**src/rtl/uart_rx.sv**
```systemverilog
// uart_rx: 16x-oversampled UART receiver (start/DBIT data/stop), LSB first.
// Define UART_RX_FRAME_ERR_EN to add stop-bit checking and the frame_err pulse.
module uart_rx #(
    parameter int DBIT    = 8,
    parameter int SB_TICK = 16
) (
    input  logic            clk,
    input  logic            reset_n,
    input  logic            s_tick,
    input  logic            rx,
    output logic [DBIT-1:0] rx_dout,
    output logic            rx_done_tick
`ifdef UART_RX_FRAME_ERR_EN
    ,
    output logic            frame_err
`endif
);
    localparam int NW = DBIT > 1 ? $clog2(DBIT) : 1;
    // s_cnt widens beyond 4 bits only when the stop bit is longer than 16 ticks
    localparam int SW = SB_TICK > 16 ? $clog2(SB_TICK) : 4;
    localparam logic [SW-1:0] S_MID  = SW'(7);
    localparam logic [SW-1:0] S_END  = SW'(15);
    localparam logic [SW-1:0] S_STOP = SW'(SB_TICK - 1);
    localparam logic [NW-1:0] N_LAST = NW'(DBIT - 1);

    typedef enum logic [1:0] {IDLE, START, DATA, STOP} state_t;

    state_t            state_q, state_d;
    logic [SW-1:0]     s_cnt_q, s_cnt_d;
    logic [NW-1:0]     n_cnt_q, n_cnt_d;
    logic [DBIT-1:0]   b_q, b_d;
    logic [DBIT-1:0]   dout_q, dout_d;
    logic              done_q, done_d;
    logic              rx_meta_q, rx_s_q;
`ifdef UART_RX_FRAME_ERR_EN
    logic              stop_bad_q, stop_bad_d;
    logic              ferr_q, ferr_d;
`endif

    always_ff @(posedge clk or negedge reset_n) begin
        if (!reset_n) begin
            state_q    <= IDLE;
            s_cnt_q    <= '0;
            n_cnt_q    <= '0;
            b_q        <= '0;
            dout_q     <= '0;
            done_q     <= 1'b0;
            rx_meta_q  <= 1'b1;
            rx_s_q     <= 1'b1;
`ifdef UART_RX_FRAME_ERR_EN
            stop_bad_q <= 1'b0;
            ferr_q     <= 1'b0;
`endif
        end else begin
            state_q    <= state_d;
            s_cnt_q    <= s_cnt_d;
            n_cnt_q    <= n_cnt_d;
            b_q        <= b_d;
            dout_q     <= dout_d;
            done_q     <= done_d;
            rx_meta_q  <= rx;
            rx_s_q     <= rx_meta_q;
`ifdef UART_RX_FRAME_ERR_EN
            stop_bad_q <= stop_bad_d;
            ferr_q     <= ferr_d;
`endif
        end
    end

    always_comb begin
        state_d    = state_q;
        s_cnt_d    = s_cnt_q;
        n_cnt_d    = n_cnt_q;
        b_d        = b_q;
        dout_d     = dout_q;
        done_d     = 1'b0;
`ifdef UART_RX_FRAME_ERR_EN
        stop_bad_d = stop_bad_q;
        ferr_d     = 1'b0;
`endif
        case (state_q)
            IDLE: if (!rx_s_q) begin
                state_d = START;
                s_cnt_d = '0;
            end
            START: if (s_tick) begin
                if (s_cnt_q == S_MID) begin
                    if (!rx_s_q) begin
                        state_d = DATA;
                        s_cnt_d = '0;
                        n_cnt_d = '0;
                    end else begin
                        state_d = IDLE;
                    end
                end else begin
                    s_cnt_d = s_cnt_q + 1'b1;
                end
            end
            DATA: if (s_tick) begin
                if (s_cnt_q == S_END) begin
                    b_d     = {rx_s_q, b_q[DBIT-1:1]};
                    s_cnt_d = '0;
                    if (n_cnt_q == N_LAST) state_d = STOP;
                    else n_cnt_d = n_cnt_q + 1'b1;
                end else begin
                    s_cnt_d = s_cnt_q + 1'b1;
                end
            end
            STOP: if (s_tick) begin
`ifdef UART_RX_FRAME_ERR_EN
                if (s_cnt_q == S_MID) stop_bad_d = !rx_s_q;
`endif
                if (s_cnt_q == S_STOP) begin
                    state_d = IDLE;
`ifdef UART_RX_FRAME_ERR_EN
                    done_d  = !stop_bad_q;
                    ferr_d  = stop_bad_q;
                    dout_d  = stop_bad_q ? dout_q : b_q;
`else
                    done_d  = 1'b1;
                    dout_d  = b_q;
`endif
                end else begin
                    s_cnt_d = s_cnt_q + 1'b1;
                end
            end
            default: state_d = IDLE;
        endcase
    end

    assign rx_dout      = dout_q;
    assign rx_done_tick = done_q;
`ifdef UART_RX_FRAME_ERR_EN
    assign frame_err    = ferr_q;
`endif
endmodule

```
**config.mk**
```make
export PLATFORM = sky130hd
export DESIGN_NAME = uart_rx
export DESIGN_NICKNAME = d
export VERILOG_FILES = /design/src/rtl/uart_rx.sv
export SDC_FILE = /design/constraint.sdc
export NUM_CORES = 1
export LEC_CHECK = 0
export CAP_MARGIN = 20
export CELL_PAD_IN_SITES_DETAIL_PLACEMENT = 1
export CELL_PAD_IN_SITES_GLOBAL_PLACEMENT = 2
export CORE_ASPECT_RATIO = 1.4
export CORE_MARGIN = 8
export CORE_UTILIZATION = 37
export CTS_CLUSTER_SIZE = 24
export DETAILED_ROUTE_END_ITERATION = 10
export PLACE_DENSITY_LB_ADDON = 0.1
export SYNTH_ARGS = -nofsm -noshare
export SYNTH_HDL_FRONTEND = slang
export SYNTH_SLANG_ARGS = --single-unit
```
**constraint.sdc**
```tcl
create_clock -name clk -period 2.3 [get_ports clk]
set_input_delay 0.46 -clock clk [delete_from_list [all_inputs] [get_ports clk]]
set_output_delay 0.46 -clock clk [all_outputs]
set_load 0.05 [all_outputs]
```
==> metrics.txt <==
DR vias/cell 5.29; Initial Utilization 38.7%; Slew HR 66.5%; Max Transition Viols Final 0; Achievable Freq 531 MHz; Hold Buf Count CTS 0; GRT overflow 0; sw power 419 µW; met2 wire length 1.22 mm; placed wire-length estimate 1.72 mm; Final #Nets 115; Tot GR Track Use 8.65%; final hold vios 0; wire length on met3 101 µm; reg-to-reg startpoint s_cnt_q[1]; wl on met1 956 µm; area delta synth->final 13.9%; crit path max-delay cell type clkdlybuf4s50_1; Cell Area, Synth 1320 µm²; CTS Buf Count 3; Reg area 703 µm²; Flop pwr share 55.2%; class of the tightest hold or removal check reg -> reg; Hold Crit Start rx_meta_q; ranking of synthesized cells by area dfrtp_1 49%, mux2_2 16%, dfstp_2 4.0%, ha_1 2.8%, buf_6 2.6%; clock sinks 28; Pint 839 µW; Worst Path Buf+Inv 1; CTS tree done; Final Util 44.1%; routed len/inst 15.6 µm; clock latency at the later pin of the worst-skew pair 260 ps; drt pass-1 iters 4; r2r endpoint n_cnt_q[0]; DR top layer met4; PortBufs 12; RSZ-0062 raised after global routing false; most frequent cells in the layout 26 x dfrtp_1, 19 x mux2_2, 12 x clkdlybuf4s50_1, 6 x nor2_1, 4 x inv_1; core area 3410 µm²; Period minus WS final 1880 ps; # rows 25; largest area contributor in the netlist dfrtp_1; WP data arrival 1420 ps; Max-Cap Viols 0; switch share 33.3%; Final GP Congestion 0.763; drt initial violations 11; Setup violations, final 0; Worst-path clk slew 80 ps; Clock Root Buffer clkbuf_8; vias 777; Multi-input gate area 562 µm²; setup TNS 0 ps; Crit Path Class reg -> out; syn avg cell area 14.0 µm²; Hold Path Sink rx_s_q; DRC Markers 0; post-route ant nets 0; P per Cell Area 837 nW/µm²; Boundary Pins 13; pin count of the biggest net entering global routing 29; Critical Path, Cell by Cell clkdlybuf4s50_1; r2r setup slk 480 ps; Yosys reg bits 28; die area 5760 µm²; Worst Skew 3.48 ps; Setup WS pre-CTS 243 ps; leakage 0.000732 µW; CP Depth 1; initial antenna violation count 0; Final Routed Wirelength 2.29 mm; CP startpoint kind flop; syn_nets 101; CTS resizes 0; combinational power share 24.3%; crit-path max cell delay 810 ps; diodes inserted 0; endpoint kind of the worst setup timing path output pin; Worst EP required 1840 ps; yosys warns 0; Final period util 81.9%; status finished, final reports clean; vias in the first global route 882; cell family with most CP delay buffers and inverters; first-pass GRT wire length 3.98 mm; Clk pwr share 20.5%; Worst Tran Pin Value 500 ps; Die Width 66.5 µm; Hold Path Depth 0; Synth top area share 49.3%; worst reg2reg path depth 5; Die Ht 86.6 µm; distinct cell type count after synthesis 36; commonest non-fill, non-tap cell in the layout dfrtp_1; CP Max Fanout 2; share of cells above drive strength 1 31.8%; Worst VDD drop 0.000374 V; Final WS setup 417 ps; Syn Inst Count 94; H-tree Lvls 1; Design Area, Final 1500 µm²; placed inst area 1460 µm²; Fillers 362; Post-CTS Setup Inserts 0; register area share after synthesis 53.3%; worst-case clock buffer depth 2
[cell usage after synthesis]
cell       number
a311oi_1        1
ha_1            3
a2bb2oi_2       1
dfrtp_1        26
nand3_4         1
o211a_1         1
o221a_2         1
nand3_1         1
a31oi_1         1
and4_4          1
nand2_1         1
mux2i_1         1
buf_6           3
o21a_1          1
and4_1          1
o31ai_1         1
mux2_2         19
nand2_4         1
a21oi_1         3
and3_1          1
inv_1           4
xnor2_1         1
nand4_1         1
o2bb2ai_1       1
nor2b_1         1
dfstp_2         2
nor3_1          1
nor2_1          6
buf_2           1
a41oi_1         1
nor2_8          1
a22o_1          1
mux2_1          1
nand3b_4        1
nand2b_4        1
nor4b_2         1
[power by group through the flow]
stage	registers (µW)	clock network (µW)	logic, µW
after floorplan	611	0	359
after global placement	701	0	295
after detailed placement	705	0	311
after CTS	695	276	312
after global routing	709	287	338
final	695	258	306
[kinds of logic after synthesis]
family,Yosys count,share of synthesized area [%]
XOR/XNOR,1,0.664
AND/OR/NAND/NOR,20,13.1
flip-flops,28,53.3
buffers and inverters,8,4.08
adder cells (fa/ha/maj),3,2.85
AO/OA/AOI/OAI,13,8.16
multiplexers,21,17.8
[per-layer routing]
layer  up-vias  global-route usage (%)
met2        10                    15.2
li1        369                       -
met4         0                    3.51
met1       396                    9.27
met3         2                    2.58
met5         -                       0
[flip-flops by register name, summed over array words and instances (netlist names), named ones only]
name and count:
rx_dout 8, rx_done_tick 1, rx_s_q 1, s_cnt_q 4
b_q 8, n_cnt_q 3, state_q 1, rx_meta_q 1
[cell type report]
type,count,share of cell area (%)
flip-flops and latches,28,46.8
multi-input cells,58,37.4
repair buffers,13,8.49
well taps,40,3.33
clock buffers,4,3.00
inverters,4,0.999
[how the worst max path moves through the flow]
stage | endpoint | slack, ps | startpoint
finish | rx_dout[1] | 420 | rx_dout[1]
floorplan | n_cnt_q[0] | 660 | s_cnt_q[0]
global placement | s_cnt_q[0] | 300 | s_tick
CTS | rx_dout[1] | 390 | rx_dout[1]
detailed placement | s_cnt_q[0] | 240 | s_tick
global route | n_cnt_q[1] | 350 | s_cnt_q[1]
[stage by stage]
stage	total power [µW]	instances	hold WS [ps]
after detailed placement	1020	143	349
after global routing	1330	147	367
after floorplan	970	94	164
after global placement	996	143	346
after CTS	1280	147	363
final	1260	147	361
Power figures use the tool's default switching activity.
